## config.mk

```make
export PLATFORM = sky130hd
export DESIGN_NAME = sfr_initiator
export DESIGN_NICKNAME = d
export VERILOG_FILES = /design/src/rtl/sfr_initiator.sv
export SDC_FILE = /design/constraint.sdc
export NUM_CORES = 1
export LEC_CHECK = 0
export ABC_CLOCK_PERIOD_IN_PS = 2200
export BUFFER_PORTS_ARGS = -buffer_cell sky130_fd_sc_hd__buf_2
export CAP_MARGIN = 0
export CELL_PAD_IN_SITES_DETAIL_PLACEMENT = 1
export CELL_PAD_IN_SITES_GLOBAL_PLACEMENT = 1
export CORE_MARGIN = 3
export CORE_UTILIZATION = 38
export CTS_CLUSTER_DIAMETER = 60
export DETAILED_ROUTE_END_ITERATION = 16
export PLACE_DENSITY = 0.87
export SETUP_SLACK_MARGIN = 0.05
export SLEW_MARGIN = 20
export SYNTH_ARGS = -nofsm -noshare
export SYNTH_HDL_FRONTEND = slang
export SYNTH_SLANG_ARGS = --single-unit
export TNS_END_PERCENT = 20
```

## constraint.sdc

```tcl
create_clock -name clk -period 2.2 [get_ports clk]
set_input_delay 0.33 -clock clk [delete_from_list [all_inputs] [get_ports clk]]
set_output_delay 0.33 -clock clk [all_outputs]
set_load 0.1 [all_outputs]
```

## src/rtl/sfr_initiator.sv

```systemverilog
// rtl/sfr_initiator.sv - single-outstanding command-to-SFR bus initiator with timeout
//
// Purpose: accepts one host command at a time. It turns the command into a
// write or read access on a simple SFR bus, waits for the bus acknowledge or
// a timeout, and returns one response to the host. Misaligned addresses
// complete at once with an error and make no bus access.
//
// Ports:
//   clk, reset_n             clock (rising edge), asynchronous active-low reset
//   cmd_valid/cmd_ready      host command handshake
//   cmd_write, cmd_addr,     command fields: direction, byte address,
//   cmd_wdata, cmd_wstrb       write data and byte strobes
//   rsp_valid/rsp_ready      host response handshake
//   rsp_rdata, rsp_error     read data (0 for writes and errors), error flag
//   o_wr_en, o_waddr,        bus write request, address, data and strobes
//   o_wdata, o_wstrobe
//   o_rd_en, o_raddr         bus read request and address
//   i_rdata, i_rvalid        bus read data and read acknowledge
//   i_wready                 bus write acknowledge
//   err_count                saturating count of error responses
module sfr_initiator #(
  parameter int TIMEOUT_CYCLES = 16
) (
  input  logic        clk,
  input  logic        reset_n,
  input  logic        cmd_valid,
  output logic        cmd_ready,
  input  logic        cmd_write,
  input  logic [31:0] cmd_addr,
  input  logic [31:0] cmd_wdata,
  input  logic [3:0]  cmd_wstrb,
  output logic        rsp_valid,
  input  logic        rsp_ready,
  output logic [31:0] rsp_rdata,
  output logic        rsp_error,
  output logic        o_wr_en,
  output logic        o_rd_en,
  output logic [31:0] o_waddr,
  output logic [31:0] o_raddr,
  output logic [31:0] o_wdata,
  output logic [3:0]  o_wstrobe,
  input  logic [31:0] i_rdata,
  input  logic        i_wready,
  input  logic        i_rvalid,
  output logic [7:0]  err_count
);

  localparam logic [1:0] IDLE  = 2'd0;
  localparam logic [1:0] WRITE = 2'd1;
  localparam logic [1:0] READ  = 2'd2;
  localparam logic [1:0] RESP  = 2'd3;

  // The counter holds (cycles already spent waiting - 1) in the current bus
  // cycle, so the last allowed wait cycle is the one where it equals N-1.
  localparam logic [7:0] WAIT_LAST = 8'(TIMEOUT_CYCLES - 1);

  logic [1:0] state;
  logic       ready_q;     // keeps cmd_ready low until the first edge after reset
  logic [7:0] wait_cnt;
  logic       accept;
  logic       timeout;

  assign cmd_ready = ready_q && (state == IDLE);
  assign accept    = cmd_valid && cmd_ready;
  assign timeout   = (wait_cnt == WAIT_LAST);

  // Enables decode straight from state so a reset drops them asynchronously
  // and they can never be high together.
  assign o_wr_en   = (state == WRITE);
  assign o_rd_en   = (state == READ);
  assign rsp_valid = (state == RESP);

  always_ff @(posedge clk or negedge reset_n) begin
    if (!reset_n) begin
      state     <= IDLE;
      ready_q   <= 1'b0;
      wait_cnt  <= 8'd0;
      rsp_rdata <= 32'd0;
      rsp_error <= 1'b0;
      o_waddr   <= 32'd0;
      o_raddr   <= 32'd0;
      o_wdata   <= 32'd0;
      o_wstrobe <= 4'd0;
      err_count <= 8'd0;
    end else begin
      ready_q <= 1'b1;
      case (state)
        IDLE: begin
          if (accept) begin
            wait_cnt <= 8'd0;
            if (cmd_addr[1:0] != 2'b00) begin
              state     <= RESP;
              rsp_error <= 1'b1;
              rsp_rdata <= 32'd0;
              if (err_count != 8'hFF) err_count <= err_count + 8'd1;
            end else if (cmd_write) begin
              state     <= WRITE;
              o_waddr   <= cmd_addr;
              o_wdata   <= cmd_wdata;
              o_wstrobe <= cmd_wstrb;
            end else begin
              state   <= READ;
              o_raddr <= cmd_addr;
            end
          end
        end
        WRITE: begin
          wait_cnt <= wait_cnt + 8'd1;
          // Acknowledge is tested first so it wins over a same-cycle timeout.
          if (i_wready) begin
            state     <= RESP;
            rsp_error <= 1'b0;
            rsp_rdata <= 32'd0;
          end else if (timeout) begin
            state     <= RESP;
            rsp_error <= 1'b1;
            rsp_rdata <= 32'd0;
            if (err_count != 8'hFF) err_count <= err_count + 8'd1;
          end
        end
        READ: begin
          wait_cnt <= wait_cnt + 8'd1;
          if (i_rvalid) begin
            state     <= RESP;
            rsp_error <= 1'b0;
            rsp_rdata <= i_rdata;
          end else if (timeout) begin
            state     <= RESP;
            rsp_error <= 1'b1;
            rsp_rdata <= 32'd0;
            if (err_count != 8'hFF) err_count <= err_count + 8'd1;
          end
        end
        default: begin
          // RESP: hold the response until the host takes it.
          if (rsp_ready) begin
            state     <= IDLE;
            rsp_error <= 1'b0;
            rsp_rdata <= 32'd0;
          end
        end
      endcase
    end
  end

endmodule

```

==> results.py <==
metrics = {
    "synthesis": {
        "yosys_warnings": 0,
        "ys_seq_elements": 152,
        "yosysUniqueCellTypes": 39,
        "syn_area_um2": 6130,
        "synth_fp_nets": 515,
        "yosysSeqAreaShare": 0.621,
        "synthCells": 401,
        "avgSynthCellArea_um2": 15.3,
    },
    "placement": {
        "dp_hpwl_um": 13100,
        "gp_congestion": 0.881,
        "post-place-ws_ns": 0.0404,
        "port_buffers": 251,
    },
    "floorplan": {
        "ioPinCount": 252,
        "core-area_um2": 15500,
        "fp.dieW_um": 133,
        "num_rows": 45,
        "die_area_um2": 17700,
        "start_util": 0.396,
        "dieHeight_um": 133,
    },
    "drt": {
        "viasPerCell": 5.00,
        "via_count": 4449,
        "ant_nets": 0,
        "first_iter_violations": 197,
        "remaining_drc_errors": 0,
        "routed_wl_um": 18500,
        "dr.pass1.iters": 4,
        "wl_per_cell_um": 20.8,
    },
    "cells_and_area": {
        "nNetsFinal": 782,
        "layout_commonest_cell": "buf_2",
        "fill_cells": 1636,
        "syn2layout_area_growth_pct": 35.9,
        "fin_util": 0.538,
        "layout.cells.most_common_list": "249 x buf_2, 152 x dfrtp_1, 68 x mux2_1",
        "antenna_cells": 0,
        "drive_gt1_frac": 0.501,
    },
    "timing": {
        "period_share": 0.921,
        "timing.fmax_mhz": 493,
        "rsz0062_at_grt": "yes",
        "period_needed_ns": 2.03,
        "hold_viol_final": 0,
        "maxSlewViolCount": 0,
        "maxSlewHeadroom": 0.633,
        "fin_skew_ns": 0.00866,
        "setup_viol": 0,
        "setup_ws_ns": 0.174,
        "timing.hold.ws_ns": 0.121,
        "tightest_slew_ns": 0.547,
    },
    "worst_setup_path": {
        "critical_path_class": "flop to flop",
        "reg2reg_slack_ns": 0.17,
        "timing.critical_path.from": "state[1]$_DFFE_PN0P_",
        "worstPathRequired_ns": 2.54,
        "cp-end-kind": "flop",
        "critPathLaunchType": "flop",
        "arrival_ns": 2.37,
        "r2r.worst_path.cells": 7,
        "worst-path-max-fanout": 7,
        "path_delay_family": "compound AO/OA/AOI/OAI gates",
        "cp_cell_sequence": "buf_4, ha_4, a221o_1, a21oi_1, o211ai_1, nor3_1, xor2_1",
        "path_buf_inv": 1,
        "rr_endpoint": "err_count[5]$_DFFE_PN0P_",
        "crit_slowest_cell": "dfrtp_1",
        "cp_slowest_stage_delay_ns": 0.38,
        "r2r_start": "state[1]$_DFFE_PN0P_",
    },
    "clock_network": {
        "clock-sinks": 152,
        "root_buffer": "clkbuf_16",
        "cts_buffers": 17,
        "worstSkewPairLatency_ns": 0.42,
        "clk_pin_slew_worst_paths_ns": 0.06,
        "cts_tree": "done",
        "htree_levels": 4,
        "clockBufferDepth": 2,
    },
    "status": {
        "outcome": "completed",
    },
    "global_routing": {
        "grt_pass1_wl_um": 29200,
        "first_global_vias": 5006,
        "antenna_found_initial": 0,
        "grt_max_degree": 69,
        "grt_overflow": 0,
        "grtUsageTotal": 0.213,
    },
    "worst_hold_path": {
        "hp-class": "primary input to flop",
        "hold_start": "cmd_wdata[4]",
        "whs_path_depth": 2,
        "min_to": "o_wdata[4]$_DFFE_PN0P_",
    },
    "flow_run": {
        "cap_viol_max_count": 0,
    },
}
## metrics by stage
| step | setup TNS, ns | std cells | area [um2] |
|---|---|---|---|
| 2_1_floorplan | 0 | 401 | 6150 |
| 3_3_place_gp | -1.65 | 853 | 7640 |
| 3_5_place_dp | 0 | 853 | 7650 |
| 4_1_cts | 0 | 889 | 8300 |
| 5_1_grt | 0 | 890 | 8330 |
| 6_report | 0 | 890 | 8330 |
## worst register-to-register path, delay by kind of cell, from the launching register on
kind	cells	cell delay [ns]
flip-flops	1	0.38
buffers and inverters	1	0.16
AND/OR/NAND/NOR	1	0.28
XOR/XNOR	1	0.17
AO/OA/AOI/OAI	3	0.78
adder cells (fa/ha/maj)	1	0.19
## metal layers
layer | up-vias | global-route usage | wire length [um]
met1 | 2248 | 0.245 | 7180
met3 | 26 | 0.0741 | 1380
li1 | 1970 | - | -
met2 | 205 | 0.371 | 9600
met4 | 0 | 0.0681 | 350
met5 | - | 0 | 0
## area by class of cell
class	instances	area (um2)	share of cell area
Sequential cell	152	3800	0.457
Multi-Input combinational cell	223	2220	0.266
Inverter	8	30.0	0.00361
Clock inverter	11	125	0.0150
Clock buffer	19	443	0.0532
Tap cell	211	264	0.0317
Timing Repair Buffer	266	1440	0.173
## worst max-delay path by stage
stage                                           end  slack, ns  cells after the start
final                      err_count[5]$_DFFE_PN0P_       0.17                      7
after global routing       err_count[5]$_DFFE_PN0P_       0.03                      7
after CTS                   o_waddr[28]$_DFFE_PN0P_       0.04                      6
after detailed placement   rsp_rdata[3]$_DFFE_PN0P_       0.04                      7
after global placement    rsp_rdata[28]$_DFFE_PN0P_      -0.05                      6
after floorplan            err_count[7]$_DFFE_PN0P_       0.05                      5
## what timing repair did
action                                 4_1_cts  5_1_grt
setup endpoints to repair                   18      105
cloned                                       2        0
hold buffers                                 1        0
endpoints found under the hold margin       31        0
gates resized for setup                      3        5
pin swaps                                    2        2
setup buffers                                3        1
## synthesized netlist by cell type
cell,count,share of area
dfrtp_1,152,0.62
mux2_1,68,0.12
a22o_1,32,0.046
mux2_4,28,0.069
nand3_1,9,0.0074
nor2_1,9,0.0055
xor2_1,9,0.013
buf_2,8,0.0065
inv_1,8,0.0049
nand2_1,8,0.0049
ha_1,7,0.014
and2_1,6,0.0061
buf_6,6,0.011
a21oi_1,5,0.0041
nand4_1,4,0.0041
o21ai_0,4,0.0033
xnor2_1,4,0.0057
buf_8,3,0.0074
o22a_1,3,0.0043
a211o_1,2,0.0029
a221oi_1,2,0.0029
and3_1,2,0.0020
buf_4,2,0.0025
nor3_1,2,0.0016
o211ai_1,2,0.0025
o21ai_1,2,0.0016
or2_1,2,0.0020
a21bo_4,1,0.0027
a21oi_2,1,0.0014
a221o_1,1,0.0016
a31o_2,1,0.0014
and4_4,1,0.0018
clkbuf_1,1,0.00061
conb_1,1,0.00061
nor2_2,1,0.0010
nor4_1,1,0.0010
o211a_1,1,0.0016
o41ai_4,1,0.0045
or3_1,1,0.0010
## logic make-up after synthesis
kind of cell,after synthesis,share of synthesized area
fa+ha+maj,7,0.0143
xor+xnor,13,0.0186
buf+inv,28,0.0329
simple gates,46,0.0386
other cells,1,0.000612
flops,152,0.621
compound gates,58,0.0805
mux,96,0.194
## sequential cells by signal, indices dropped and copies added, names as in the netlist
register and flops:
err_count 8, o_raddr 32, o_waddr 32, o_wdata 32, o_wstrobe 4, ready_q 1
rsp_error 1, rsp_rdata 32, state 2, wait_cnt 8
Power is not shown: default switching activity piles up to over one toggle a cycle in this logic, so the estimate is an artifact.
